<file path="src/rtl/fpnew_slice_arbiter.sv">
// Round-robin arbiter sharing one FPU format slice among NumReq requesters.
// An in-order ID FIFO routes each slice result back to the requester that issued it.
module fpnew_slice_arbiter #(
  parameter int unsigned NumReq      = 4,
  parameter int unsigned Width       = 32,
  parameter int unsigned NumOperands = 3,
  parameter int unsigned IdDepth     = 4
) (
  input  logic                                clk_i,
  input  logic                                rst_ni,
  input  logic [NumReq-1:0]                   req_valid_i,
  output logic [NumReq-1:0]                   req_ready_o,
  input  logic [NumReq*NumOperands*Width-1:0] req_operands_i,
  input  logic [NumReq*4-1:0]                 req_op_i,
  input  logic [NumReq*3-1:0]                 req_rnd_mode_i,
  output logic                                slc_valid_o,
  input  logic                                slc_ready_i,
  output logic [NumOperands*Width-1:0]        slc_operands_o,
  output logic [3:0]                          slc_op_o,
  output logic [2:0]                          slc_rnd_mode_o,
  input  logic                                slc_out_valid_i,
  output logic                                slc_out_ready_o,
  input  logic [Width-1:0]                    slc_result_i,
  input  logic [4:0]                          slc_status_i,
  output logic [NumReq-1:0]                   rsp_valid_o,
  input  logic [NumReq-1:0]                   rsp_ready_i,
  output logic [Width-1:0]                    rsp_result_o,
  output logic [4:0]                          rsp_status_o,
  input  logic                                flush_i,
  output logic                                busy_o
);

  localparam int unsigned IdxW = (NumReq > 1) ? $clog2(NumReq) : 1;
  localparam int unsigned PtrW = $clog2(IdDepth);
  localparam int unsigned CntW = $clog2(IdDepth) + 1;
  localparam int unsigned PldW = NumOperands * Width;
  localparam int unsigned OpW  = 4;
  localparam int unsigned RmW  = 3;

  logic [IdxW-1:0] rr_ptr_d, rr_ptr_q, gnt_d, gnt_q;
  logic            lock_d, lock_q;
  logic [IdxW-1:0] fifo_d [IdDepth];
  logic [IdxW-1:0] fifo_q [IdDepth];
  logic [PtrW-1:0] wr_ptr_d, wr_ptr_q, rd_ptr_d, rd_ptr_q;
  logic [CntW-1:0] cnt_d, cnt_q;

  logic [IdxW-1:0] arb_idx_s, cand_s, gnt_s, head_s;
  logic            arb_found_s, full_s, empty_s, issue_s, pop_s;

  // Round-robin search: first valid requester at or after rr_ptr
  always_comb begin
    arb_found_s = 1'b0;
    arb_idx_s   = {IdxW{1'b0}};
    cand_s      = {IdxW{1'b0}};
    for (int i = 0; i < int'(NumReq); i++) begin
      cand_s = IdxW'((int'(rr_ptr_q) + i) % int'(NumReq));
      if (!arb_found_s && req_valid_i[cand_s]) begin
        arb_found_s = 1'b1;
        arb_idx_s   = cand_s;
      end else begin
        arb_found_s = arb_found_s;
      end
    end
  end

  assign gnt_s   = lock_q ? gnt_q : arb_idx_s;
  assign full_s  = (cnt_q == CntW'(IdDepth));
  assign empty_s = (cnt_q == {CntW{1'b0}});
  assign head_s  = fifo_q[rd_ptr_q];

  // A full ID FIFO blocks issue even if a response frees a slot this cycle
  assign slc_valid_o    = !full_s && (lock_q || arb_found_s);
  assign issue_s        = slc_valid_o && slc_ready_i;
  assign slc_operands_o = req_operands_i[gnt_s*PldW +: PldW];
  assign slc_op_o       = req_op_i[gnt_s*OpW +: OpW];
  assign slc_rnd_mode_o = req_rnd_mode_i[gnt_s*RmW +: RmW];

  assign slc_out_ready_o = !empty_s && rsp_ready_i[head_s];
  assign pop_s           = slc_out_valid_i && slc_out_ready_o;
  assign rsp_result_o    = slc_result_i;
  assign rsp_status_o    = slc_status_i;
  assign busy_o          = !empty_s || lock_q;

  // One-hot steering of issue accept and response valid
  always_comb begin
    req_ready_o         = {NumReq{1'b0}};
    rsp_valid_o         = {NumReq{1'b0}};
    req_ready_o[gnt_s]  = issue_s;
    rsp_valid_o[head_s] = slc_out_valid_i && !empty_s;
  end

  // Next-state: grant lock, rr pointer and ID FIFO bookkeeping
  always_comb begin
    rr_ptr_d = rr_ptr_q;
    gnt_d    = gnt_q;
    lock_d   = lock_q;
    fifo_d   = fifo_q;
    wr_ptr_d = wr_ptr_q;
    rd_ptr_d = rd_ptr_q;
    cnt_d    = cnt_q;
    if (flush_i) begin
      lock_d   = 1'b0;
      wr_ptr_d = {PtrW{1'b0}};
      rd_ptr_d = {PtrW{1'b0}};
      cnt_d    = {CntW{1'b0}};
    end else begin
      if (issue_s) begin
        fifo_d[wr_ptr_q] = gnt_s;
        wr_ptr_d         = wr_ptr_q + PtrW'(1);
        lock_d           = 1'b0;
        rr_ptr_d         = (gnt_s == IdxW'(NumReq - 1)) ? {IdxW{1'b0}} : gnt_s + IdxW'(1);
      end else if (slc_valid_o) begin
        lock_d = 1'b1;
        gnt_d  = gnt_s;
      end else begin
        lock_d = lock_q;
      end
      if (pop_s) begin
        rd_ptr_d = rd_ptr_q + PtrW'(1);
      end else begin
        rd_ptr_d = rd_ptr_q;
      end
      case ({issue_s, pop_s})
        2'b10:   cnt_d = cnt_q + CntW'(1);
        2'b01:   cnt_d = cnt_q - CntW'(1);
        default: cnt_d = cnt_q;
      endcase
    end
  end

  // State registers
  always_ff @(posedge clk_i or negedge rst_ni) begin
    if (!rst_ni) begin
      rr_ptr_q <= {IdxW{1'b0}};
      gnt_q    <= {IdxW{1'b0}};
      lock_q   <= 1'b0;
      wr_ptr_q <= {PtrW{1'b0}};
      rd_ptr_q <= {PtrW{1'b0}};
      cnt_q    <= {CntW{1'b0}};
      for (int i = 0; i < int'(IdDepth); i++) begin
        fifo_q[i] <= {IdxW{1'b0}};
      end
    end else begin
      rr_ptr_q <= rr_ptr_d;
      gnt_q    <= gnt_d;
      lock_q   <= lock_d;
      wr_ptr_q <= wr_ptr_d;
      rd_ptr_q <= rd_ptr_d;
      cnt_q    <= cnt_d;
      fifo_q   <= fifo_d;
    end
  end

endmodule
</file>
<file path="config.mk">
export PLATFORM = sky130hd
export DESIGN_NAME = fpnew_slice_arbiter
export DESIGN_NICKNAME = d
export VERILOG_FILES = /design/src/rtl/fpnew_slice_arbiter.sv
export SDC_FILE = /design/constraint.sdc
export NUM_CORES = 1
export LEC_CHECK = 0
export ABC_AREA = 1
export BUFFER_PORTS_ARGS = -buffer_cell sky130_fd_sc_hd__buf_2
export CORE_AREA = 2 2 238 240
export DETAILED_ROUTE_END_ITERATION = 7
export DIE_AREA = 0 0 240 242
export SYNTH_ARGS = -nofsm -noshare
export SYNTH_HDL_FRONTEND = slang
export SYNTH_SLANG_ARGS = --single-unit
</file>
<file path="constraint.sdc">
create_clock -name clk_i -period 4.4 [get_ports clk_i]
set_input_delay 1.32 -clock clk_i [delete_from_list [all_inputs] [get_ports clk_i]]
set_output_delay 1.32 -clock clk_i [all_outputs]
set_load 0.005 [all_outputs]
</file>
# Word-level counts from Yosys, hierarchy flattened
# Cells that the tools add are included.
[totals] reg_bits=20 latchBits=0 ram_bits=0 in_bits=462 output_inout_bits=151 elab_cells=108 rom_bits=0 memories=0
[op_classes] addsub=8 multipliers=2 mux=39 n_lt_le_gt_ge=11 n_bitwise=6 n_eq_ne=4 div=0 n_shift=3 reduce_logical=25
[op_table] op="$shiftx 384x10->96" n=1
[op_table] op="$mux 2" n=13
[op_table] op="$lt 2x3->1 const B" n=6
[op_table] op="$shiftx 16x5->4" n=1
[op_table] op="$mux 1" n=14
[op_table] op="$shiftx 12x5->3" n=1
[op_table] op="$logic_and 1x1->1" n=11
[op_table] op="$bmux 1 s2" n=5
[op_table] op="$add 2x1->2 const B" n=4
[op_table] op="$and 4x4->4" n=2
[op_table] op="$bwmux 8" n=1
[op_table] op="$mul 2x2->4 const B" n=2
[op_table] op="$ge 3x3->1 const B" n=2
[op_table] op="$not 2->3" n=2
[op_table] op="$pmux 3 s2" n=1
[op_table] op="$reduce_bool 3->1" n=2
[op_table] op="$logic_not 1->1" n=5
[op_table] op="$add 2x2->2 const B" n=2
[op_table] op="$bmux 2 s2" n=1
[op_table] op="$demux 1 s2" n=2
[op_table] op="$demux 2 s2" n=1
[op_table] op="$eq 2x2->1 const B" n=2
[op_table] op="$ge 2x1->1 const B" n=2
[op_table] op="$reduce_bool 2->1" n=2
[op_table] op="11 further kinds" n=13

# Longest topological paths before layout
# Gate-level depths: netlist of the first run.
[logic_depth] word_depth=18 mapped_depth=18 mapped_depth_nobuf=17

# Worst setup path after synthesis of the first run
# No wires, ideal clock.
[synth_path] path_type="input -> output" start="input req_valid_i[1]" end="output req_ready_o[3]" t_required_ns=3.080 path_stages=15 path_buffers=3 arrival_time_ns=2.780 path_slack_ns=0.300 cell_sequence="inv_1 > nand2_1 > nand3_1 > nand2_1 > nor2_4 > nand3_1 > nand2_1 > nand3_1 > buf_4 > nand2_4 > buf_8 > buf_6 > ha_1 > inv_1 > nor2_1"
[synth_via] elab_chain_cells=18 elab_cells_between_ends=32 classes_between="order compare: 2; mux: 19; bitwise: 1; reduce/logical: 10"
[synth_rtl] element="start: declaration" line_no="11" text="input logic [NumReq-1:0] req_valid_i,"
[synth_rtl] element="$bmux 1 s2" line_no="57" text="if (!arb_found_s && req_valid_i[cand_s]) begin"
[synth_rtl] element="$mux 1 (implied by the code)" line_no="57"
[synth_rtl] element="$mux 1" line_no="57"
[synth_rtl] element="$logic_not 1->1" line_no="57"
[synth_rtl] element="$logic_and 1x1->1" line_no="57"
[synth_rtl] element="$mux 1" line_no="57"
[synth_rtl] element="$logic_not 1->1" line_no="57"
[synth_rtl] element="$logic_and 1x1->1" line_no="57"
[synth_rtl] element="[... 3 more ...]"
[synth_rtl] element="$mux 2 *" line_no="57"
[synth_rtl] element="$mux 2 *" line_no="66" text="assign gnt_s = lock_q ? gnt_q : arb_idx_s;"
[synth_rtl] element="named net gnt_s[0]" line_no="47" text="logic [IdxW-1:0] arb_idx_s, cand_s, gnt_s, head_s;"
[synth_rtl] element="$lt 2x3->1 (implied by the code) or $ge 2x1->1 (tied branches)" line_no="88" text="req_ready_o[gnt_s] = issue_s;"
[synth_rtl] element="$logic_and 1x1->1 (implied by the code)" line_no="88"
[synth_rtl] element="$mux 1 (implied by the code)" line_no="88"
[synth_rtl] element="$demux 1 s2 *" line_no="88"
[synth_rtl] element="$and 4x4->4 (no line) *"
[synth_rtl] element="end: declaration" line_no="12" text="output logic [NumReq-1:0] req_ready_o,"
# Mark *: on every way through the listed nets, which the timed path passes. The rest lies on a longest branch. The select of a mux whose other input is x is not followed.

# Final worst setup path of the first run
[layout_path] start="input req_valid_i[2]" end="output slc_operands_o[23]"
[layout_via] elab_chain_cells=15 elab_cells_between_ends=24 classes_between="mul: 1; shift: 1; mux: 16; reduce/logical: 6"
[layout_rtl] element="$bmux 1 s2" line_no="57"
[layout_rtl] element="$mux 1 (implied by the code)" line_no="57"
[layout_rtl] element="$mux 1" line_no="57"
[layout_rtl] element="$logic_not 1->1" line_no="57"
[layout_rtl] element="$logic_and 1x1->1" line_no="57"
[layout_rtl] element="$mux 1" line_no="57"
[layout_rtl] element="$logic_not 1->1" line_no="57"
[layout_rtl] element="$logic_and 1x1->1" line_no="57"
[layout_rtl] element="$mux 1" line_no="57"
[layout_rtl] element="$logic_not 1->1" line_no="57"
[layout_rtl] element="$logic_and 1x1->1" line_no="57"
[layout_rtl] element="$mux 2 *" line_no="57"
[layout_rtl] element="$mux 2 *" line_no="66"
[layout_rtl] element="$mul 2x2->4 *" line_no="74" text="assign slc_operands_o = req_operands_i[gnt_s*PldW +: PldW];"
[layout_rtl] element="$shiftx 384x10->96 *" line_no="74"
[layout_rtl] element="end: declaration" line_no="18" text="output logic [NumOperands*Width-1:0] slc_operands_o,"
# Mark *: on every way between the ends. The rest lies on a longest branch, timed or not. The select of a mux whose other input is x is not followed.

==> results of run 1 <==
==> cell type report <==
type                            instances  area, µm²
Fill cell                            6471      44000
Multi-Input combinational cell        898       4950
Timing Repair Buffer                  648       4340
Tap cell                              756        946
Inverter                              246        938
Sequential cell                        20        500
Clock buffer                            4       88.8
Antenna cell                            4       10.0
==> metal layers <==
| metal | vias to the layer above | GRT usage (%) | share of wire [%] |
|---|---|---|---|
| met4 | 2 | 5.17 | 4.0 |
| met1 | 4522 | 13.3 | 38 |
| li1 | 5053 | - | - |
| met3 | 75 | 3.36 | 9.6 |
| met5 | - | 0 | 0.033 |
| met2 | 561 | 21.9 | 48 |
==> critical path: cells and delay by family <==
kind / cells / cell delay (ns)
and+or+nand+nor: 11 / 1.09
buffers and inverters: 5 / 0.79
==> path summary, 6_finish.rpt <==
kind,to,depth (start not counted)
worst max-delay path,slc_operands_o[23],16
worst min-delay path,gnt_q[1],2
worst max register to register,cnt_q[2],17
worst min register to register,gnt_q[1],2
max in group asynchronous,gnt_q[0],1
min in group asynchronous,rd_ptr_q[1],1
==> sequential cells by signal (all words and copies together) (netlist names) <==
name and cells:
cnt_q 3, rr_ptr_q 2, gnt_q 2, rd_ptr_q 2, fifo_q 8, lock_q 1
wr_ptr_q 2
==> cells in the mapped netlist <==
| cell | instances | area share [%] |
|---|---|---|
| clkbuf_2 | 1 | 0.073 |
| ha_1 | 8 | 1.5 |
| nor2_1 | 20 | 1.1 |
| inv_1 | 242 | 13 |
| o21ai_2 | 1 | 0.13 |
| and2_1 | 1 | 0.092 |
| o21ai_1 | 2 | 0.15 |
| nand2_4 | 2 | 0.33 |
| o21ai_0 | 11 | 0.81 |
| nor3_1 | 6 | 0.44 |
| nand2_1 | 396 | 22 |
| buf_4 | 43 | 4.7 |
| dfrtp_1 | 20 | 7.4 |
| inv_4 | 1 | 0.092 |
| inv_2 | 3 | 0.17 |
| xnor2_1 | 1 | 0.13 |
| a21oi_1 | 7 | 0.51 |
| buf_6 | 12 | 2.0 |
| nand4_1 | 1 | 0.092 |
| buf_1 | 4 | 0.22 |
| nand3_1 | 232 | 17 |
| buf_2 | 35 | 2.6 |
| clkbuf_1 | 32 | 1.8 |
| nand3b_1 | 206 | 23 |
| fa_1 | 1 | 0.29 |
| buf_8 | 1 | 0.22 |
| nand2_2 | 1 | 0.092 |
| nor2_4 | 1 | 0.17 |
==> cell families (layout without fill, tap and decap cells) <==
family / count (synthesis) / count (layout) / synth area share (%)
buffers and inverters: 374 / 898 / 25.2
adder cells (fa/ha/maj): 9 / 9 / 1.77
flip-flops: 20 / 20 / 7.36
other: 0 / 4 / 0
AND/OR/NAND/NOR: 866 / 867 / 64.0
AO/OA/AOI/OAI: 21 / 21 / 1.60
XOR/XNOR: 1 / 1 / 0.129
==> power breakdown <==
| part | internal [mW] | switching [mW] | leakage [nW] |
|---|---|---|---|
| combinational | 5.42 | 6.05 | 6.55 |
| sequential | 0.260 | 0.0874 | 0.253 |
| clock | 0.138 | 0.0660 | 0.0442 |
==> cell usage in the layout (no fill, tap or decap), types with 2 or more instances in the layout <==
cell,Yosys,layout
nand3b_1,206,206
buf_4,43,46
nand2_1,396,351
nor2_1,20,20
inv_1,242,239
nor3_1,6,6
nand3_4,0,2
clkbuf_16,0,7
buf_16,0,14
inv_2,3,5
nand2_2,1,38
diode_2,0,4
nand2_8,0,2
buf_2,35,536
bufbuf_16,0,3
a21oi_1,7,6
ha_1,8,8
nand3_1,232,201
nand3_2,0,29
nand2_4,2,9
dfrtp_1,20,20
buf_6,12,19
o21ai_1,2,2
o21ai_0,11,11
buf_8,1,2
buf_12,0,24
==> repair_timing <==
action	4_1_cts	5_1_grt
pin swaps	16	34
buffers inserted	24	1
setup endpoints to repair	99	107
gates cloned	15	4
gates resized for setup	78	55
==> impl_metrics.yaml, run 1 <==
route:
  vias: 10200
  first_iter_violations: 552
  wl_per_cell_um: 15.2
  route.detailed.drc: 0
  firstDrtPassIters: 5
  drt_wl_total_mm: 39.2
  antenna_left: 0
  vias_per_cell: 3.96
global_route:
  grt_max_degree: 97
  gr-total-overflow: 0
  grt_first_pass_wirelength_mm: 54.3
  grt_usage_pct: 12.2
  grt_pass1_vias: 9509
  antenna_found_initial: 7
setup_path:
  crit_type: "in -> out"
  crit_chain: "buf_2, nand2_1, nand2_2, nand2_2, nand2_4, nor2_4, nand3_2, nand2_2, nand3_4, buf_6, buf_16, bufbuf_16, nand3b_1, nand3_2, nand2_1, buf_2"
  startpoint: "req_valid_i[2]"
  endpoint_kind: "output port"
  cp_max_fo: 6
  r2r-start: "rr_ptr_q[0]"
  cp.required_ns: 3.08
  arrival_ns: 3.21
  worst_path_largest_cell_delay_ns: 0.27
  critPathMostFrequentCell: "nand2_2"
  cp_slowest_cell: "bufbuf_16"
  worstSetupStartpointType: "input port"
  rrSetupSlack_ns: 1.61
placed_design:
  post-place-ws_ns: -0.307
  globalplace.congestion: 0.900
  dp_hpwl_mm: 29.1
  port_buffers: 538
  post-place-cells: 2526
  place_area_um2: 10500
timing:
  slew-limit-headroom_pct: 64.9
  hold_ws_ns: 0.491
  layout_setup_ws_ns: -0.135
  fin_tns_setup_ns: -4.26
  setup_violations: 88
  max_freq_ghz: 0.221
  slew_viol_final: 0
  grt_setup_unrepaired: "true"
  worst_pin_slew_ns: 0.526
  hold_violations: 0
  clock_skew_ns: 0.00359
  fin_crit_ns: 4.53
  period_share_pct: 103
clock_tree:
  cts_hold_buffers: 0
  cts_sinks: 20
  cts-buffers-inserted: 3
  cts_root_buf: "clkbuf_16"
  cts.clk_slew.worst_paths_ns: 0.05
  worstSkewPairLatency_ns: 0.25
  cts_buffer_depth: 2
  cts_max_level: 1
  cts_tree: "built"
finish:
  final_nets: 2288
  area_growth_pct: 73.0
  drive_above_1_share_pct: 40.9
  postLayoutCoreUtil_pct: 21.1
  instances_no_fill: 2576
  fin_area_um2: 11800
flow_run:
  maxCapViolCount: 0
floorplanning:
  dieArea_um2: 58100
  die_w_um: 240
  row_count: 87
  io_pins: 613
  start_util_pct: 12.2
  core_area_um2: 55700
  fp.dieH_um: 242
logic_synthesis:
  ys_seq_elements: 20
  ys_types: 28
  syn_area_per_cell_um2: 5.27
  synthCells: 1291
  syn-num-nets: 1762
  synth_area_um2: 6800
  ys_warn_count: 0
  yosysSeqAreaShare_pct: 7.36
hold_path:
  hold_path.class: "reg -> reg"
  min_from: "gnt_q[1]"
power:
  p_per_area_nw_per_um2: 1020
  power_mw: 12.0
  power_leakage_nw: 6.84
  ir_drop_mv: 0.461
outcome:
  status: "complete, but fails checks"
  violations: "setup timing"
(Power assumes the default switching activity.)
==> run 2: changes to the inputs <==
Settings changed: CORE_AREA 2 2 238 240 to 2 2 235 237, DIE_AREA 0 0 240 242 to 0 0 237 239, MAX_ROUTING_LAYER set to met4, RECOVER_POWER set to 25.
==> impl_metrics.yaml, run 2 (synthesis gave the netlist of run 1 again) <==
placed_design:
  port_buffers: 538
  dp_hpwl_mm: 28.7
  globalplace.congestion: 0.876
setup_path:
  critPathMostFrequentCell: "nand2_2"
  crit_chain: "buf_2, nand2_1, nand2_2, nand2_2, nand2_2, nor2_4, nand3_2, nand2_2, nand3_4, nand2_8, buf_16, buf_12, nand2_1, nand3_1, nand2_1, buf_2"
  cp_max_fo: 19
  endpoint_kind: "output port"
  crit_type: "in -> out"
  rrSetupSlack_ns: 1.66
  cp_slowest_cell: "buf_16"
  arrival_ns: 3.14
  crit_buf_inv: 4
  worst_path_largest_cell_delay_ns: 0.19
  crit_family: "simple AND/OR/NAND/NOR gates"
  cp.required_ns: 3.08
  worstSetupStartpointType: "input port"
power:
  p_per_area_nw_per_um2: 1010
  power.internal_mw: 5.23
  power.switching_mw: 6.19
  clock_power_share_pct: 1.8
  power_frac_comb_pct: 95.2
  switching_share_pct: 54.2
  power_mw: 11.4
  pwr-share-seq_pct: 3.0
  power_leakage_nw: 6.65
  ir_drop_mv: 0.449
clock_tree:
  cts_tree: "built"
  cts_max_level: 1
  cts_root_buf: "clkbuf_16"
  cts_sinks: 20
  cts-buffers-inserted: 3
  worstSkewPairLatency_ns: 0.25
  cts_hold_buffers: 0
  cts_buffer_depth: 2
  cts.clk_slew.worst_paths_ns: 0.05
floorplanning:
  start_util_pct: 12.5
  core_area_um2: 54300
  dieArea_um2: 56600
  io_pins: 613
  row_count: 86
  fp.dieH_um: 239
  die_w_um: 237
finish:
  final_nets: 2284
  final_common_cell: "buf_2"
  regMostFlops: "fifo_q"
  largest_reg_flops: 8
  area_growth_pct: 65.9
  ff_latch_area_um2: 500
  final_cell_mix: "buf_2 (534), nand2_1 (372), inv_1 (239)"
  drive_above_1_share_pct: 39.2
  fillers: 6297
  multiInputGateArea_um2: 4820
  reg_top3: "fifo_q: 8 flops, cnt_q: 3 flops"
hold_path:
  hold_path.class: "reg -> reg"
timing:
  slew-limit-headroom_pct: 27.0
  max_freq_ghz: 0.224
  slew_viol_final: 0
  grt_setup_unrepaired: "true"
  hold_violations: 0
  setup_violations: 54
  fin_crit_ns: 4.46
  worst_pin_slew_ns: 1.09
  period_share_pct: 101
  hold_ws_ns: 0.500
  clock_skew_ns: 0.00257
  layout_setup_ws_ns: -0.0587
global_route:
  grt_pass1_vias: 9070
  gr-total-overflow: 0
  grt_usage_pct: 12.1
  antenna_found_initial: 4
  grt_max_degree: 96
  grt_first_pass_wirelength_mm: 51.4
flow_run:
  maxCapViolCount: 0
route:
  drt_wl_total_mm: 38.4
  wl_per_cell_um: 15.2
  vias: 10200
  firstDrtPassIters: 7
  vias_per_cell: 4.05
  first_iter_violations: 525
  antenna_left: 0
  route.detailed.drc: 0
outcome:
  status: "complete, but fails checks"
  violations: "setup timing"
run 2: changes by cell type in the layout (fill, tap and decap cells not counted), sizes merged:
cell,delta
inv,+1
diode,-1
clkbuf,+1
clkinv,-1
bufbuf,-3
nand2,-1
buf,-1
run 2: layout make-up:
| type | count | share of cell area (%) |
|---|---|---|
| Tap cell | 704 | 7.81 |
| Clock buffer | 4 | 0.787 |
| Sequential cell | 20 | 4.44 |
| Multi-Input combinational cell | 897 | 42.7 |
| Timing Repair Buffer | 645 | 35.9 |
| Antenna cell | 3 | 0.0665 |
| Inverter | 246 | 8.32 |
run 2: layer usage:
metal | wire (µm) | vias to the layer above | global-route usage [%] | share of wire [%]
met3 | 2650 | 85 | 2.16 | 6.9
met5 | 0 | - | - | 0
met2 | 18200 | 533 | 19.9 | 47
li1 | - | 5044 | - | -
met4 | 2030 | 0 | 6.85 | 5.3
met1 | 15500 | 4528 | 14.0 | 40
run 2: stage by stage:
stage,setup WS (ns),utilization [%],cell area [µm²],TNS [ns],std cells
final,-0.0587,20.8,11300,-0.775,2519
after global routing,-0.180,20.8,11300,-12.58,2519
after CTS,-0.0472,20.3,11000,-0.165,2506
after detailed placement,-0.110,19.3,10500,-4.61,2492
after global placement,-0.110,19.3,10500,-4.81,2492
after floorplan,0.300,-,6800,0,1291
run 2: repair_timing:
action	CTS	global route
pin swaps	7	9
gates cloned	6	4
buffers inserted	4	6
gates resized for setup	63	27
setup endpoints to repair	94	107
run 2: worst reg2reg max path, cell delays in order (launching register included):
cell and delay, ns:
dfrtp_1 0.60, nand2_1 0.12, nand2_2 0.11, buf_4 0.10
nand2_1 0.06, nand2_1 0.10, nor2_1 0.05, nand3_1 0.11
nand3_1 0.24, inv_1 0.18, nor2_1 0.08, fa_1 0.38
xnor2_1 0.22, inv_1 0.06, nand2_1 0.06, nand2_1 0.05
nand2_1 0.06, nand2_1 0.06
run 2: power groups by stage:
stage | combinational (mW) | sequential (mW) | clock (mW)
floorplan | 5.06 | 0.306 | 0
global route | 11.8 | 0.364 | 0.221
detailed placement | 9.18 | 0.346 | 0
global placement | 9.18 | 0.344 | 0
finish | 10.9 | 0.348 | 0.205
CTS | 10.3 | 0.348 | 0.212
run 2: path summary, 6_finish.rpt:
check | startpoint | cells past startpoint | end
min in group asynchronous | rst_ni | 1 | rr_ptr_q[1]
setup reg to reg | rr_ptr_q[0] | 17 | cnt_q[2]
hold reg to reg | gnt_q[1] | 2 | gnt_q[1]
max in group asynchronous | rst_ni | 1 | wr_ptr_q[1]
hold / removal | gnt_q[1] | 2 | gnt_q[1]
setup / recovery | req_valid_i[0] | 16 | slc_operands_o[54]
==> run 3: changes to the inputs <==
Clock period 4.4 ns to 4.2 ns, I/O delays scaled along.
==> impl_metrics.yaml, run 3 (synthesis gave the netlist of run 1 again) <==
hold_path:
  min_from: "gnt_q[1]"
  hold_path.class: "reg -> reg"
global_route:
  grt_max_degree: 95
  grt_first_pass_wirelength_mm: 58.0
  gr-total-overflow: 0
  grt_pass1_vias: 9750
  antenna_found_initial: 7
  grt_usage_pct: 14.0
power:
  ir_drop_mv: 0.465
  p_per_area_nw_per_um2: 1200
  power_frac_comb_pct: 96.5
  clock_power_share_pct: 1.2
  power.switching_mw: 8.06
  power_mw: 15.8
  switching_share_pct: 51.0
  power_leakage_nw: 7.51
  power.internal_mw: 7.76
  pwr-share-seq_pct: 2.3
setup_path:
  cp_max_fo: 6
  endpoint_kind: "output port"
  rrSetupSlack_ns: 1.38
  arrival_ns: 3.12
  cp-endpoint: "slc_operands_o[27]"
  worstSetupStartpointType: "input port"
  r2r-start: "rr_ptr_q[0]"
  ff2ff_path_depth: 19
  startpoint: "req_valid_i[2]"
  r2r-end: "cnt_q[2]"
  cp.required_ns: 2.94
  crit_type: "in -> out"
finish:
  fin_area_um2: 13200
  drive_above_1_share_pct: 49.2
  final_common_cell: "buf_2"
  postLayoutCoreUtil_pct: 24.3
  area_growth_pct: 93.7
  regMostFlops: "fifo_q"
  reg_top3: "fifo_q: 8 flops, cnt_q: 3 flops"
  final_nets: 2340
  final_cell_mix: "buf_2 (530), nand2_1 (292), inv_1 (235)"
  largest_reg_flops: 8
timing:
  hold_ws_ns: 0.491
  clock_skew_ns: 0.00194
  slew_viol_final: 0
  hold_violations: 0
  slew-limit-headroom_pct: 23.9
  max_freq_ghz: 0.228
  fin_tns_setup_ns: -10.75
  fin_crit_ns: 4.38
  period_share_pct: 104
  layout_setup_ws_ns: -0.183
  worst_pin_slew_ns: 1.14
  grt_setup_unrepaired: "true"
  setup_violations: 107
placed_design:
  place_area_um2: 10600
  port_buffers: 538
  globalplace.congestion: 0.883
  dp_hpwl_mm: 29.0
route:
  route.detailed.drc: 0
  firstDrtPassIters: 5
  vias: 10600
  drt_wl_total_mm: 45.1
  antenna_left: 0
  vias_per_cell: 4.12
  first_iter_violations: 454
  wl_per_cell_um: 17.5
outcome:
  status: "complete, but fails checks"
  violations: "setup timing"
clock_tree:
  worstSkewPairLatency_ns: 0.25
  cts_buffer_depth: 2
  cts_max_level: 1
  cts_root_buf: "clkbuf_16"
  cts_sinks: 20
  cts_hold_buffers: 0
  cts_tree: "built"
  cts.clk_slew.worst_paths_ns: 0.05
  cts-buffers-inserted: 3
floorplanning:
  start_util_pct: 12.5
  dieArea_um2: 56600
  row_count: 86
  io_pins: 613
  fp.dieH_um: 239
  core_area_um2: 54300
  die_w_um: 237
flow_run:
  maxCapViolCount: 0
run 3: cell types whose count changed in the layout (fill, tap and decap cells not counted), sizes merged:
cell	delta
clkbuf	+6
diode	+3
nand2	+1
buf	+47
clkinv	+1
run 3: worst min path at each step:
stage                to  slack, ns  cells past startpoint
6_report       gnt_q[1]       0.49                      2
3_5_place_dp   gnt_q[1]       0.48                      2
2_1_floorplan  gnt_q[1]       0.45                      2
4_1_cts        gnt_q[1]       0.50                      2
5_1_grt        gnt_q[1]       0.54                      2
3_3_place_gp   gnt_q[1]       0.48                      2
run 3: per-layer routing:
layer  routed length (µm)  GRT usage, %
met1                17200          15.2
met2                22100          24.2
met3                 3230          2.69
met4                 2530          7.52
met5                    0             -
run 3: critical path, stage by stage:
cell	delay, ns
buf_6	0.09
inv_2	0.04
nand2_2	0.06
and2_4	0.16
o21ai_4	0.19
inv_2	0.06
nand2_2	0.06
nand3_2	0.08
nand3_4	0.17
buf_8	0.15
buf_12	0.15
buf_4	0.13
nand3b_1	0.16
nand3_1	0.16
nand2_1	0.06
buf_2	0.12
run 3: power groups by stage:
stage | Combinational [mW] | Clock, mW | Sequential, mW
5_1_grt | 16.4 | 0.205 | 0.377
3_3_place_gp | 9.76 | 0 | 0.361
2_1_floorplan | 5.30 | 0 | 0.321
6_report | 15.3 | 0.194 | 0.362
4_1_cts | 14.0 | 0.199 | 0.363
3_5_place_dp | 9.74 | 0 | 0.362
run 3: metrics by stage:
step,instances,setup WS (ns)
2_1_floorplan,1291,0.220
3_3_place_gp,2501,-0.177
3_5_place_dp,2501,-0.194
4_1_cts,2556,-0.176
5_1_grt,2576,-0.289
6_report,2577,-0.183
run 3: area by class of cell:
| type | count | area [µm²] |
|---|---|---|
| diodes | 6 | 15.0 |
| repair buffers | 699 | 5190 |
| well taps | 704 | 881 |
| multi-input cells | 898 | 5560 |
| fillers | 6151 | 41200 |
| flip-flops and latches | 20 | 500 |
| repair inverters | 1 | 16.3 |
| clock buffers | 3 | 75.1 |
| inverters | 246 | 950 |
run 3: what timing repair did:
item / in CTS / in global routing
resized for setup: 239 / 123
cloned: 26 / 12
setup buffers: 26 / 11
pin swaps: 56 / 76
setup endpoints to repair: 105 / 107
